--- src/rtl/vga_timing_pkg.sv ---
// vga_timing_pkg: shared raster-timing definitions.
//   axis_mode_t / video_mode_t : per-axis active/porch/sync geometry plus sync polarity
//   VGA_640x480, SVGA_800x600  : ready-made modes for parameter overrides
//   axis_total()               : total counts per axis (active + porches + sync)
package vga_timing_pkg;

    typedef struct packed {
        int unsigned active;
        int unsigned fp;
        int unsigned sync;
        int unsigned bp;
    } axis_mode_t;

    typedef struct packed {
        axis_mode_t h;
        axis_mode_t v;
        logic       sync_pol;
    } video_mode_t;

    localparam video_mode_t VGA_640x480 = '{
        '{640, 16, 96, 48},
        '{480, 10, 2, 33},
        1'b0
    };

    localparam video_mode_t SVGA_800x600 = '{
        '{800, 40, 128, 88},
        '{600, 1, 4, 23},
        1'b1
    };

    function automatic int unsigned axis_total(input int unsigned active,
                                               input int unsigned fp,
                                               input int unsigned sync,
                                               input int unsigned bp);
        return active + fp + sync + bp;
    endfunction

endpackage

--- src/rtl/vga_timing_gen_axis.sv ---
// vga_axis_counter: one raster axis (horizontal or vertical).
//   i_clk, i_rst (sync, active-high), i_en (advance one position)
//   count     : current position 0..TOTAL-1
//   wrap      : count is TOTAL-1, so the next enable returns to 0
//   in_sync   : registered, current position lies in the sync interval
//   in_active : registered, current position lies in the active interval
// ACTIVE_FIRST=0 orders the axis FP,SYNC,BP,ACTIVE; ACTIVE_FIRST=1 orders it
// ACTIVE,FP,SYNC,BP.
module vga_axis_counter
    import vga_timing_pkg::*;
#(
    parameter int unsigned ACTIVE       = 640,
    parameter int unsigned FP           = 16,
    parameter int unsigned SYNC         = 96,
    parameter int unsigned BP           = 48,
    parameter bit          ACTIVE_FIRST = 1'b0,
    localparam int unsigned TOTAL       = axis_total(ACTIVE, FP, SYNC, BP),
    localparam int unsigned CW          = $clog2(TOTAL)
) (
    input  logic          i_clk,
    input  logic          i_rst,
    input  logic          i_en,
    output logic [CW-1:0] count,
    output logic          wrap,
    output logic          in_sync,
    output logic          in_active
);

    localparam logic [CW-1:0] LAST    = CW'(TOTAL - 1);
    localparam logic [CW-1:0] SYNC_LO = CW'(ACTIVE_FIRST ? ACTIVE + FP : FP);
    localparam logic [CW-1:0] SYNC_HI = CW'((ACTIVE_FIRST ? ACTIVE + FP : FP) + SYNC);
    // Active-first axes end their active span at ACTIVE; active-last axes
    // start it at FP+SYNC+BP and run to the end of the axis.
    localparam logic [CW-1:0] ACT_HI  = CW'(ACTIVE);
    localparam logic [CW-1:0] ACT_LO  = CW'(FP + SYNC + BP);

    logic [CW-1:0] count_nx;
    logic          sync_nx;
    logic          active_nx;

    assign wrap = (count == LAST);

    always_comb begin
        count_nx  = wrap ? '0 : count + CW'(1);
        sync_nx   = (count_nx >= SYNC_LO) && (count_nx < SYNC_HI);
        active_nx = ACTIVE_FIRST ? (count_nx < ACT_HI) : (count_nx >= ACT_LO);
    end

    always_ff @(posedge i_clk) begin
        if (i_rst) begin
            count     <= '0;
            in_sync   <= 1'b0;
            in_active <= ACTIVE_FIRST;
        end else if (i_en) begin
            count     <= count_nx;
            in_sync   <= sync_nx;
            in_active <= active_nx;
        end
    end

endmodule

--- src/rtl/vga_timing_gen.sv ---
// vga_timing_gen: parametrised raster timing generator.
//   i_clk, i_rst (sync, active-high), i_pix_stb (advance one pixel)
//   o_hs, o_vs     : sync outputs, asserted level = SYNC_POL
//   o_de           : inside the active area
//   o_x, o_y       : active coordinates (x=0 / y=V_ACTIVE-1 outside active)
//   o_line_start   : one-clock pulse when h returns to 0
//   o_frame_start  : one-clock pulse when (h,v) returns to (0,0)
//   o_animate      : one-clock pulse when leaving the last active line
//   o_frame        : frame counter, present only with VGA_TIMING_FRAME_CNT_EN
// All outputs describe the current (h,v) position.
module vga_timing_gen
    import vga_timing_pkg::*;
#(
    parameter int unsigned H_ACTIVE = VGA_640x480.h.active,
    parameter int unsigned H_FP     = VGA_640x480.h.fp,
    parameter int unsigned H_SYNC   = VGA_640x480.h.sync,
    parameter int unsigned H_BP     = VGA_640x480.h.bp,
    parameter int unsigned V_ACTIVE = VGA_640x480.v.active,
    parameter int unsigned V_FP     = VGA_640x480.v.fp,
    parameter int unsigned V_SYNC   = VGA_640x480.v.sync,
    parameter int unsigned V_BP     = VGA_640x480.v.bp,
    parameter int unsigned SYNC_POL = 0,
    parameter int unsigned FRAME_W  = 8
) (
    input  logic                        i_clk,
    input  logic                        i_rst,
    input  logic                        i_pix_stb,
    output logic                        o_hs,
    output logic                        o_vs,
    output logic                        o_de,
    output logic [$clog2(H_ACTIVE)-1:0] o_x,
    output logic [$clog2(V_ACTIVE)-1:0] o_y,
    output logic                        o_line_start,
    output logic                        o_frame_start,
    output logic                        o_animate
`ifdef VGA_TIMING_FRAME_CNT_EN
    ,
    output logic [FRAME_W-1:0]          o_frame
`endif
);

    localparam int unsigned H_TOTAL = axis_total(H_ACTIVE, H_FP, H_SYNC, H_BP);
    localparam int unsigned V_TOTAL = axis_total(V_ACTIVE, V_FP, V_SYNC, V_BP);
    localparam int unsigned HCW     = $clog2(H_TOTAL);
    localparam int unsigned VCW     = $clog2(V_TOTAL);
    localparam int unsigned XW      = $clog2(H_ACTIVE);
    localparam int unsigned YW      = $clog2(V_ACTIVE);
    localparam logic        POL     = (SYNC_POL != 0);

    // Last h position before the active span begins.
    localparam logic [HCW-1:0] H_ACT_PRE  = HCW'(H_TOTAL - H_ACTIVE - 1);
    localparam logic [VCW-1:0] V_ACT_LAST = VCW'(V_ACTIVE - 1);
    localparam logic [YW-1:0]  Y_LAST     = YW'(V_ACTIVE - 1);

    if (H_ACTIVE < 1 || H_FP < 1 || H_SYNC < 1 || H_BP < 1 ||
        V_ACTIVE < 1 || V_FP < 1 || V_SYNC < 1 || V_BP < 1 ||
        FRAME_W < 1 || SYNC_POL > 1) begin : g_bad_param
        $error("vga_timing_gen: every parameter must be >= 1 and SYNC_POL 0 or 1");
    end

    logic [HCW-1:0] h_count;
    logic [VCW-1:0] v_count;
    logic           h_wrap, v_wrap;
    logic           h_in_sync, v_in_sync;
    logic           h_in_active, v_in_active;
    logic           v_en;

    assign v_en = i_pix_stb & h_wrap;

    vga_axis_counter #(
        .ACTIVE       (H_ACTIVE),
        .FP           (H_FP),
        .SYNC         (H_SYNC),
        .BP           (H_BP),
        .ACTIVE_FIRST (1'b0)
    ) u_h (
        .i_clk     (i_clk),
        .i_rst     (i_rst),
        .i_en      (i_pix_stb),
        .count     (h_count),
        .wrap      (h_wrap),
        .in_sync   (h_in_sync),
        .in_active (h_in_active)
    );

    vga_axis_counter #(
        .ACTIVE       (V_ACTIVE),
        .FP           (V_FP),
        .SYNC         (V_SYNC),
        .BP           (V_BP),
        .ACTIVE_FIRST (1'b1)
    ) u_v (
        .i_clk     (i_clk),
        .i_rst     (i_rst),
        .i_en      (v_en),
        .count     (v_count),
        .wrap      (v_wrap),
        .in_sync   (v_in_sync),
        .in_active (v_in_active)
    );

    // Sync flags are already registered per position; polarity is a constant.
    assign o_hs = h_in_sync ? POL : ~POL;
    assign o_vs = v_in_sync ? POL : ~POL;

    logic          h_act_nx, v_act_nx;
    logic [XW-1:0] x_nx;
    logic [YW-1:0] y_nx;

    // Decode of the position the next strobe will move to, so the output
    // registers land together with the counters.
    always_comb begin
        h_act_nx = h_wrap ? 1'b0 : (h_in_active || h_count == H_ACT_PRE);
        v_act_nx = h_wrap ? (v_wrap || v_count < V_ACT_LAST) : v_in_active;
        x_nx     = h_act_nx ? XW'(h_count - H_ACT_PRE) : '0;
        y_nx     = o_y;
        if (h_wrap) begin
            if (v_wrap)
                y_nx = '0;
            else if (v_count < V_ACT_LAST)
                y_nx = YW'(v_count + VCW'(1));
            else
                y_nx = Y_LAST;
        end
    end

    always_ff @(posedge i_clk) begin
        if (i_rst) begin
            o_de          <= 1'b0;
            o_x           <= '0;
            o_y           <= '0;
            o_line_start  <= 1'b0;
            o_frame_start <= 1'b0;
            o_animate     <= 1'b0;
        end else begin
            o_line_start  <= i_pix_stb & h_wrap;
            o_frame_start <= i_pix_stb & h_wrap & v_wrap;
            o_animate     <= i_pix_stb & h_wrap & (v_count == V_ACT_LAST);
            if (i_pix_stb) begin
                o_de <= h_act_nx & v_act_nx;
                o_x  <= x_nx;
                o_y  <= y_nx;
            end
        end
    end

`ifdef VGA_TIMING_FRAME_CNT_EN
    always_ff @(posedge i_clk) begin
        if (i_rst)
            o_frame <= '0;
        else if (i_pix_stb & h_wrap & v_wrap)
            o_frame <= o_frame + FRAME_W'(1);
    end
`else
    // No frame counter in this build; FRAME_W is only range-checked.
`endif

endmodule

--- config.mk ---
export PLATFORM = sky130hd
export DESIGN_NAME = vga_timing_gen
export DESIGN_NICKNAME = d
export VERILOG_FILES = /design/src/rtl/vga_timing_pkg.sv /design/src/rtl/vga_timing_gen_axis.sv /design/src/rtl/vga_timing_gen.sv
export SDC_FILE = /design/constraint.sdc
export NUM_CORES = 1
export LEC_CHECK = 0
export BUFFER_PORTS_ARGS = -buffer_cell sky130_fd_sc_hd__buf_2
export CAP_MARGIN = 20
export CORE_MARGIN = 2
export CORE_UTILIZATION = 62
export CTS_CLUSTER_DIAMETER = 50
export DETAILED_ROUTE_END_ITERATION = 7
export PLACE_DENSITY = 0.9
export SYNTH_ARGS = -nofsm -noshare
export SYNTH_HDL_FRONTEND = slang
export SYNTH_SLANG_ARGS = --single-unit
export TNS_END_PERCENT = 10
--- constraint.sdc ---
create_clock -name i_clk -period 4.8 [get_ports i_clk]
set_input_delay 0 -clock i_clk [delete_from_list [all_inputs] [get_ports i_clk]]
set_output_delay 0 -clock i_clk [all_outputs]
set_load 0.03 [all_outputs]
== Yosys cells after proc, flatten, opt, wreduce, memory -nomap -nowiden ==
Cells that the tools add are included.

* Bits in registers: 47
* Output and inout bits: 25
* Input bits: 3
* Word-level logic and storage cells: 44

* Equal/unequal tests: 4
* Bitwise operators: 4
* Multiplexer cells: 9
* Reduce and logical (&&, ||, !) cells: 5
* $add $sub $neg: 3
* Order comparisons: 7

{| class="wikitable"
|+ Operators by type and width
! cell !! count
|-
| 10-bit by 9-bit < comparator with 1-bit output, second input constant || 3
|-
| 10-bit 2-to-1 mux || 3
|-
| 10-bit by 1-bit adder with 10-bit output, second input constant || 2
|-
| 10-bit equality test, second input constant || 2
|-
| 9-bit 2-to-1 mux || 2
|-
| 10-bit by 8-bit equality test with 1-bit output, second input constant || 1
|-
| 10-bit by 9-bit equality test with 1-bit output, second input constant || 1
|-
| 10-bit by 5-bit >= comparator with 1-bit output, second input constant || 1
|-
| 10-bit by 8-bit >= comparator with 1-bit output, second input constant || 1
|-
| 10-bit by 9-bit >= comparator with 1-bit output, second input constant || 1
|-
| 10-bit by 7-bit < comparator with 1-bit output, second input constant || 1
|-
| 10-bit by 8-bit subtractor with 10-bit output, second input constant || 1
|-
| 1-bit bitwise AND || 4
|-
| 1-bit 2-to-1 mux || 4
|-
| 1-bit logical AND || 2
|-
| 1-bit logical OR || 2
|-
| 2-bit AND reduction || 1
|}

== Depth between registers and ports, before layout ==
Gate-level depths: netlist of run 1.

* Word-level depth: 4
* Gate-level depth with buffers: 9
* Depth with buffers taken out: 7

== Cells and area by module ==
A second synthesis of run 1 with hierarchy kept.

* Cell total of the unflattened synthesis: 334
* Area, all modules: 2803.9 um^2

{| class="wikitable"
|+ By module, submodules not included
! module !! times used !! area each (um^2) !! cells an instance !! sequential area each (um^2)
|-
| vga_timing_gen || 1 || 1201.2 || 141 || 460.4
|-
| vga_axis_counter at u_h || 1 || 838.3 || 95 || 240.2
|-
| vga_axis_counter at u_v || 1 || 764.5 || 98 || 240.2
|}

== Worst setup path before layout of run 1 ==
No wires, ideal clock.

* Path kind: reg2reg
* Start: register u_h.count[0]
* End: register u_v.in_active
* Period minus slack after synthesis: 2.126 ns
* Arrival time: 2.006 ns
* Cell stages (with the launch flop): 8
* Buffers on the path: 3
* Library setup time: 0.120 ns
* Slack: 2.674 ns
* Required time: 4.680 ns
* Cell sequence: dfxtp_1 -> ha_1 -> clkbuf_1 -> nand2_1 -> or4_4 -> buf_6 -> buf_2 -> a211o_1

* Longest elaborated chain between the ends: 2

{| class="wikitable"
|+ RTL lines
! what !! line !! text
|-
| from (decl) || vga_timing_gen_axis.sv:23 || <nowiki>output logic [CW-1:0] count,</nowiki>
|-
| from (signal assigned) || vga_timing_gen_axis.sv:55 || <nowiki>count <= count_nx;</nowiki>
|-
| 10-bit equality test || vga_timing_gen_axis.sv:41 || <nowiki>assign wrap = (count == LAST);</nowiki>
|-
| 1-bit bitwise AND || vga_timing_gen.sv:68 || <nowiki>assign v_en = i_pix_stb & h_wrap;</nowiki>
|-
| to (signal assigned) || vga_timing_gen_axis.sv:57 || <nowiki>in_active <= active_nx;</nowiki>
|-
| to (decl) || vga_timing_gen_axis.sv:26 || <nowiki>output logic in_active</nowiki>
|}

No other way between the ends.
A chain may end at the register's enable or synchronous reset.

== Worst setup path after layout of run 1 ==
* Start: register u_h.count[5]
* End: register u_v.count[8]

* Longest elaborated chain between the ends: 2

{| class="wikitable"
|+ RTL lines
! what !! line
|-
| 10-bit equality test || vga_timing_gen_axis.sv:41
|-
| 1-bit bitwise AND || vga_timing_gen.sv:68
|-
| to (signal assigned) || vga_timing_gen_axis.sv:55
|-
| to (decl) || vga_timing_gen_axis.sv:23
|}

No other way between the ends.

==> results of run 1 <==
## cell usage after synthesis (2+ instances only)
master / instances
dfxtp_1: 47
mux2i_1: 2
buf_1: 2
nor2b_1: 9
clkbuf_1: 20
nand2_1: 28
or2_2: 2
buf_2: 2
nor3_1: 8
or3_1: 5
a41o_1: 2
o211ai_1: 2
nor2_1: 33
a21oi_1: 31
inv_1: 8
buf_6: 2
nand3_1: 15
xnor2_1: 10
a311oi_1: 4
a22oi_1: 5
and3_1: 2
o31ai_1: 5
nand2b_1: 7
nor4_1: 4
ha_1: 3
xor2_1: 11
o21ai_0: 15
nand4_1: 5
## per-stage QoR
| stage | setup WS [ns] | instance area (um2) | power (W) |
|---|---|---|---|
| floorplan | 2.67 | 2440 | 0.000427 |
| global placement | 2.40 | 2520 | 0.000432 |
| detailed placement | 2.30 | 2520 | 0.000432 |
| CTS | 2.29 | 2610 | 0.000668 |
| global route | 2.25 | 2620 | 0.000692 |
| finish | 2.39 | 2620 | 0.000668 |
## final cells by class
class	count	share of cell area (%)
clock buffers	5	2.63
clock inverters	3	0.765
inverters	8	1.15
multi-input cells	228	51.8
flip-flops and latches	47	36.0
well taps	48	2.30
repair buffers	28	5.36
## registers in the layout (all words and copies together), names as in the netlist
| name | cells |
|---|---|
| u_h.in_active | 1 |
| u_h.in_sync | 1 |
| u_v.in_active | 1 |
| o_de | 1 |
| o_x | 10 |
| o_animate | 1 |
| u_h.count | 10 |
| u_v.count | 10 |
| o_line_start | 1 |
| o_frame_start | 1 |
| u_v.in_sync | 1 |
| o_y | 9 |
## layer usage
layer	up-vias	part of all wire (%)	track usage, %
met5	-	0	0
met4	0	1.5	7.65
met3	10	9.1	5.57
met2	114	43	35.9
met1	1011	46	39.8
li1	1100	-	-
## worst max-delay path by stage
stage / from / end
after floorplan: u_h.count[0] / u_v.in_active
after global placement: u_h.count[5] / u_v.count[5]
after detailed placement: u_h.count[5] / u_v.count[5]
after CTS: u_h.count[5] / u_v.count[5]
after global routing: u_h.count[0] / o_y[6]
final: u_h.count[5] / u_v.count[8]
## layout by cell type (no fill, tap or decap), types with 7 or more instances in the layout
cell      instances
nor2_1           33
nand2_1          28
buf_2            27
dfxtp_1          47
nor2b_1           9
nor3_1            8
xor2_1           11
a21oi_1          31
nand2b_1          7
o21ai_0          15
nand3_1          15
xnor2_1          10
inv_1             8
## tightest hold or removal path: cells and delay by family
family / cells / cell delay, ns
AO/OA/AOI/OAI: 1 / 0.06
AND/OR/NAND/NOR: 1 / 0.13
buffers and inverters: 1 / 0.26
## power groups by stage
stage	Clock (W)	Combinational [W]	Sequential [W]
finish	0.000244	0.0000270	0.000397
global placement	0	0.0000265	0.000405
global route	0.000265	0.0000294	0.000397
detailed placement	0	0.0000266	0.000406
CTS	0.000245	0.0000268	0.000396
floorplan	0	0.0000186	0.000408
## kinds of logic after synthesis
family | count (synthesis)
xor gates and xnor gates | 21
DFF | 47
AOI/OAI and AO/OA | 74
buffers and inverters | 34
muxes | 2
adders and majority gates | 3
and+or+nand+nor | 128
==> impl_metrics.json, run 1 <==
{
  "gr-total-overflow": 0,
  "ys_seq_area_share_pct": 38.5,
  "worst_pin_slew_ns": 0.815,
  "wirelength_um": 5450,
  "syn_avg_cell_area_um2": 7.90,
  "via_per_inst": 6.09,
  "synth.top_cell.area_share_pct": 38.5,
  "grt_antenna_before_repair": 0,
  "synth_mux_area_share_pct": 0.820,
  "yosys_warnings": 0,
  "drive_gt1_share_pct": 13.5,
  "design.die.area_um2": 4460,
  "rsz0062_at_grt": "false",
  "grt_usage_pct": 26.0,
  "cts.clk_slew.worst_paths_ns": 0.09,
  "nets": 324,
  "ant_nets": 0,
  "grt_pass1_wl_um": 8740,
  "p_leak_nw": 1.00,
  "grt_max_degree": 48,
  "fin_worst_skew_ns": 0.0130,
  "yosys.area.top_type": "dfxtp_1",
  "final_util_pct": 70.4,
  "placed_cells": 358,
  "internal-power_w": 0.000503,
  "seqCellArea_um2": 941,
  "crit_type": "register to register",
  "ctsResizeCount": 0,
  "relSlewSlack_pct": 45.7,
  "period_needed_ns": 2.41,
  "setup_viol": 0,
  "area_growth_pct": 7.12,
  "pwr-share-clk_pct": 36.6,
  "fmax_mhz": 415,
  "initial_core_util_pct": 65.7,
  "cts_buffer_depth": 2,
  "r2r_cells": 5,
  "synth_fp_nets": 315,
  "rr_startpoint": "u_h.count[5]",
  "status": "finished clean",
  "synth_top_family_by_area": "simple AND/OR/NAND/NOR gates",
  "hold_depth": 3,
  "r2r_slack_ns": 2.39,
  "seq_power_share_pct": 59.4,
  "hold_violations": 0,
  "synth-simple-area-share_pct": 26.9,
  "instances_no_fill": 367,
  "slew_viol_final": 0,
  "htree_levels": 2,
  "wl_per_cell_um": 14.8,
  "core_area_um2": 3720,
  "cts_tree": "done",
  "die_w_um": 66.8,
  "p_switching_w": 0.000165,
  "crit_required_ns": 5.03,
  "synthAdderAreaFrac_pct": 1.54,
  "io_pins": 28,
  "hp-class": "primary input to register",
  "synth_area_leaders": "dfxtp_1, a21oi_1, nor2_1, nand2_1, xor2_1",
  "crit_family": "simple AND/OR/NAND/NOR gates",
  "nFillCells": 300,
  "synth_area_um2": 2440,
  "start_kind": "register",
  "drc": 0,
  "period_share_pct": 50.2,
  "portBuffers": 27,
  "drtIter0Drc": 273,
  "cp.depth": 5,
  "yosysUniqueCellTypes": 48,
  "synth_ff_type": "dfxtp_1",
  "tns_ns": 0,
  "hold_path_end": "o_x[1]",
  "diodes": 0,
  "power_density_nw_per_um2": 255,
  "rows": 22,
  "cts-root-buf": "clkbuf_8",
  "dpl.hpwl_um": 3600,
  "postCtsSetupBuffers": 0,
  "firstDrtPassIters": 5,
  "synthArstFlopShare_pct": 0,
  "critical_path.max_stage_delay_ns": 0.74,
  "crit_path_cell_trace": "or3_1 -> or4_4 -> nor2_8 -> o21ai_1 -> a311oi_1",
  "crit_buf_inv": 0,
  "grt_pass1_vias": 1799,
  "min_from": "i_pix_stb",
  "slowest_stage": "or4_4",
  "postSynthCellCount": 309,
  "comb_power_share_pct": 4.0,
  "end_kind": "register",
  "critPathMaxFanout": 23,
  "multi_input_area_um2": 1360,
  "place_congestion": 0.921,
  "worstPathArrival_ns": 2.63,
  "p_sw_share_pct": 24.7,
  "cts.sinks": 47,
  "ir_drop_mv": 0.211,
  "synth_xor_area_share_pct": 7.53,
  "timing.rr.end": "u_v.count[8]",
  "holdBufCountCts": 0,
  "insertion_delay_ns": 0.32,
  "die_h_um": 66.8,
  "synth_edf_count": 0,
  "synth_seq_cells": 47,
  "cts_made_buffers": 5,
  "vias": 2235,
  "synth_compound_gate_area_share_pct": 18.7,
  "timing.hold.ws_ns": 0.181,
  "max-cap-violations": 0
}
No activity file was read; power rests on OpenSTA's default activity.
==> run 2, diff against run 1 <==
- ABC_AREA: default -> 1
- CORE_UTILIZATION: 62 -> 58
- PLACE_DENSITY: 0.9 -> 0.85
- clock period: 4.8 -> 2.45 ns (I/O delays scaled with it)
==> impl_metrics.json, run 2 <==
{
  "cts_tree": "done",
  "synth_area_um2": 2400,
  "end_kind": "register",
  "cts.clk_slew.worst_paths_ns": 0.10,
  "start_kind": "register",
  "gr-total-overflow": 0,
  "power_density_nw_per_um2": 535,
  "initial_core_util_pct": 60.0,
  "dpl.hpwl_um": 3870,
  "yosys_warnings": 0,
  "hp-class": "primary input to register",
  "reg.largest.list": "o_x x10, u_h.count x10, u_v.count x10",
  "io_pins": 28,
  "ant_nets": 0,
  "nets": 377,
  "syn_avg_cell_area_um2": 6.87,
  "yosys.area.top_type": "dfxtp_1",
  "place_congestion": 0.944,
  "final_util_pct": 65.8,
  "cts_buffer_depth": 2,
  "slew_viol_final": 0,
  "placed_cells": 414,
  "die_w_um": 68.3,
  "max-cap-violations": 0,
  "grt_use_met2_pct": 43.6,
  "fin_worst_skew_ns": 0.00479,
  "drive_gt1_share_pct": 14.0,
  "synth_fp_nets": 355,
  "period_share_pct": 82.8,
  "drc": 0,
  "synthArstFlopShare_pct": 0,
  "p_leak_nw": 1.10,
  "status": "finished clean",
  "portBuffers": 27,
  "relSlewSlack_pct": 52.7,
  "postSynthCellCount": 349,
  "ys_top_cells_by_count": "nand2_1, dfxtp_1, inv_1",
  "rsz0062_at_grt": "false",
  "diodes": 0,
  "cts-root-buf": "clkbuf_8",
  "drtIter0Drc": 150,
  "fmax_mhz": 493,
  "synth_edf_count": 0,
  "ir_drop_mv": 0.422,
  "layout_common_cells": "nand2_1, dfxtp_1, inv_1",
  "setup_viol": 0,
  "cts_made_buffers": 5,
  "use_met1_pct": 30.4,
  "grt_pass1_wl_um": 8890,
  "critPathMaxFanout": 11,
  "die_h_um": 68.3,
  "crit_required_ns": 2.69,
  "hold_violations": 0,
  "period_needed_ns": 2.03,
  "cts.sinks": 47,
  "ctsResizeCount": 0,
  "htree_levels": 2,
  "synth_seq_cells": 47,
  "area_growth_pct": 9.81,
  "insertion_delay_ns": 0.31,
  "yosysUniqueCellTypes": 31,
  "grt_usage_pct": 25.2,
  "vias": 2250,
  "wl_per_cell_um": 12.7,
  "rows": 23,
  "top_usage_layer": "met2",
  "instances_no_fill": 422,
  "seqCellArea_um2": 941,
  "final_common_cell": "nand2_1",
  "postCtsSetupBuffers": 0,
  "synth_most_common_cell": "nand2_1",
  "wirelength_um": 5360,
  "grt_antenna_before_repair": 0,
  "nFillCells": 368,
  "design.die.area_um2": 4670,
  "tns_ns": 0,
  "worstPathArrival_ns": 2.26,
  "grt_max_degree": 41,
  "worst_pin_slew_ns": 0.710,
  "synth_ff_type": "dfxtp_1",
  "synth_area_leaders": "dfxtp_1, nand2_1, a21oi_1, inv_1, nor2_1",
  "via_per_inst": 5.33,
  "ys_seq_area_share_pct": 39.2,
  "crit_type": "register to register",
  "multi_input_area_um2": 1240,
  "holdBufCountCts": 0,
  "grt_pass1_vias": 2033,
  "synth.top_cell.area_share_pct": 39.2,
  "core_area_um2": 4000,
  "firstDrtPassIters": 4,
  "gr-usage-met3_pct": 5.76
}
==> run 2: changes by cell type in the layout (fill, tap and decap cells not counted), sizes merged, moves of 7 or more <==
| cell | change |
|---|---|
| nor2b | -9 |
| a31oi | +7 |
| nand3 | +8 |
| xor2 | -8 |
| inv | +31 |
| xnor2 | -8 |
| nand2b | -7 |
| nand2 | +78 |
==> run 2: worst paths after layout <==
check	startpoint	slack (ns)	cells past startpoint	to
hold / removal	i_pix_stb	0.12	3	u_h.count[6]
setup / recovery	u_h.count[0]	0.42	7	o_y[3]
setup reg to reg	u_h.count[0]	0.42	7	o_y[3]
hold reg to reg	o_x[5]	0.47	2	o_x[5]
==> run 2: cells by family after synthesis <==
family                   Yosys count  share of synthesized area (%)
AO/OA/AOI/OAI                     63                           14.8
XOR/XNOR                           5                           1.83
adder cells (fa/ha/maj)            3                           1.57
buffers and inverters             51                           8.87
flip-flops                        47                           39.2
AND/OR/NAND/NOR                  180                           33.7
==> run 2: routing by layer <==
metal / wire [um] / vias up
li1: - / 1175
met1: 2470 / 1023
met2: 2620 / 42
met3: 190 / 10
met4: 80 / 0
met5: 0 / -
==> run 2: final cells by class <==
class	count	area share, %
tap	50	2.38
clock inverter	3	1.05
multi-input combinational	251	47.3
sequential	47	35.7
clock buffer	5	2.61
timing repair buffer	29	5.70
inverter	37	5.27
==> run 2: metrics by stage <==
| stage | cell area (um2) | setup WS (ns) | total power, W | hold slack [ns] |
|---|---|---|---|---|
| after global routing | 2630 | 0.243 | 0.00147 | 0.157 |
| after detailed placement | 2540 | 0.447 | 0.000923 | 0.434 |
| after floorplan | 2400 | 0.914 | 0.000897 | 0.0839 |
| after global placement | 2540 | 0.520 | 0.000921 | 0.434 |
| final | 2630 | 0.421 | 0.00141 | 0.117 |
| after CTS | 2630 | 0.404 | 0.00142 | 0.117 |
==> run 2: critical path: stages (launching register included) <==
cell and delay, ns:
dfxtp_1 0.43, ha_1 0.22, nand2_2 0.10, nor2_4 0.31, nand4_4 0.25, nor2_2 0.32
nand2_2 0.17, a31oi_1 0.17
==> run 2: power by group <==
group	internal [W]	total, W	switching (W)	leakage [nW]
clock network	0.000212	0.000504	0.000293	0.0467
logic	0.0000326	0.000110	0.0000774	0.669
registers	0.000778	0.000796	0.0000176	0.381
==> run 3, diff against run 2 <==
- ABC_AREA: 1 -> 0
- clock period: 2.45 -> 2.1 ns (I/O delays scaled with it)
==> impl_metrics.json, run 3 (synthesized netlist as in run 1, its figures left out) <==
{
  "worst_slack_ns": 0.0760,
  "nets": 346,
  "relSlewSlack_pct": 72.8,
  "worstPathArrival_ns": 2.24,
  "io_pins": 28,
  "design.die.area_um2": 4750,
  "place_ws_ns": 0.0409,
  "cts.clk_slew.worst_paths_ns": 0.09,
  "crit_type": "register to register",
  "final_util_pct": 70.4,
  "via_per_inst": 5.98,
  "postCtsSetupBuffers": 0,
  "p_leak_nw": 1.14,
  "hp-class": "primary input to register",
  "layout_common_cells": "dfxtp_1, nor2_1, a21oi_1",
  "end_kind": "register",
  "htree_levels": 2,
  "start_kind": "register",
  "max-cap-violations": 0,
  "grt_max_degree": 29,
  "crit_required_ns": 2.31,
  "period_needed_ns": 2.02,
  "firstDrtPassIters": 5,
  "p_sw_share_pct": 20.9,
  "portBuffers": 27,
  "fin_worst_skew_ns": 0.00772,
  "ir_drop_mv": 0.477,
  "power_w": 0.00177,
  "cts.sinks": 47,
  "status": "finished clean",
  "vias": 2337,
  "cts_buffer_depth": 2,
  "worst_pin_slew_ns": 0.405,
  "cts-root-buf": "clkbuf_8",
  "ant_nets": 0,
  "initial_core_util_pct": 60.6,
  "p_switching_w": 0.000369,
  "holdBufCountCts": 0,
  "internal-power_w": 0.00140,
  "setup_viol": 0,
  "cts_tree": "done",
  "gr-total-overflow": 0,
  "drive_gt1_share_pct": 19.6,
  "seq_power_share_pct": 51.1,
  "ctsResizeCount": 0,
  "grt_pass1_wl_um": 9140,
  "area_growth_pct": 16.2,
  "insertion_delay_ns": 0.30,
  "period_share_pct": 96.4,
  "diodes": 0,
  "grt_pass1_vias": 1977,
  "wirelength_um": 5820,
  "hold_violations": 0,
  "dpl.hpwl_um": 3980,
  "tns_ns": 0,
  "drc": 0,
  "cts_made_buffers": 5,
  "place_congestion": 0.938,
  "comb_power_share_pct": 4.4,
  "die_h_um": 68.9,
  "reg.largest.list": "o_x x10, u_h.count x10, u_v.count x10",
  "grt_usage_pct": 25.8,
  "wl_per_cell_um": 14.9,
  "fmax_mhz": 494,
  "power_density_nw_per_um2": 623,
  "final_common_cell": "dfxtp_1",
  "core_area_um2": 4030,
  "r2r_slack_ns": 0.08,
  "rows": 23,
  "die_w_um": 68.9,
  "pwr-share-clk_pct": 44.6,
  "grt_antenna_before_repair": 0,
  "slew_viol_final": 0,
  "rsz0062_at_grt": "false",
  "drtIter0Drc": 243,
  "critPathMaxFanout": 15
}
run 3: cell types whose count changed in the layout (fill, tap and decap cells not counted), moves of 5 or more:
cell and delta:
a22oi_1 +5, a31oi_1 -6, buf_4 +21, inv_1 -28, nand2_1 -73, nand2b_1 +7
nand3_1 -8, nor2b_1 +9, nor3_1 +6, o31ai_1 +5, or3_1 +5, xnor2_1 +8
xor2_1 +8
run 3: final timing paths:
kind | from | cells past startpoint | endpoint
max | u_h.count[5] | 5 | u_v.count[8]
min | i_rst | 2 | u_h.count[4]
max reg2reg | u_h.count[5] | 5 | u_v.count[8]
min reg2reg | o_y[8] | 2 | o_y[8]
run 3: power groups by stage:
stage               Clock, W  Combinational (W)  Sequential, W
finish              0.000789          0.0000769       0.000903
global route        0.000837          0.0000831       0.000904
CTS                 0.000800          0.0000756       0.000903
detailed placement         0          0.0000747       0.000924
global placement           0          0.0000734       0.000923
floorplan                  0          0.0000427       0.000933
run 3: per-layer routing:
layer  global-route usage, %  wire [um]  vias up
li1                        -          -     1139
met1                    37.4       2680     1071
met4                    8.82         85        0
met2                    37.9       2560      117
met5                       0          0        -
met3                    5.19        492       10
run 3: cell type report:
class / count / area [um2]
Fill cell: 319 / 1190
Inverter: 8 / 30.0
Sequential cell: 47 / 942
Clock inverter: 3 / 67.6
Multi-Input combinational cell: 228 / 1360
Clock buffer: 5 / 68.8
Timing Repair Buffer: 50 / 308
Tap cell: 50 / 62.6
run 3: critical path: stages (launching register included):
cell,delay [ns]
dfxtp_1,0.32
or3_1,0.40
or4_4,0.61
nor2_8,0.24
o21ai_1,0.09
a311oi_1,0.27
run 3: per-stage QoR:
stage          hold WS (ns)  instances  area [um2]
6_report             0.0828        391        2840
5_1_grt              0.0944        391        2840
4_1_cts              0.0815        391        2830
3_5_place_dp          0.402        383        2700
3_3_place_gp          0.397        383        2700
2_1_floorplan         0.292        309        2440
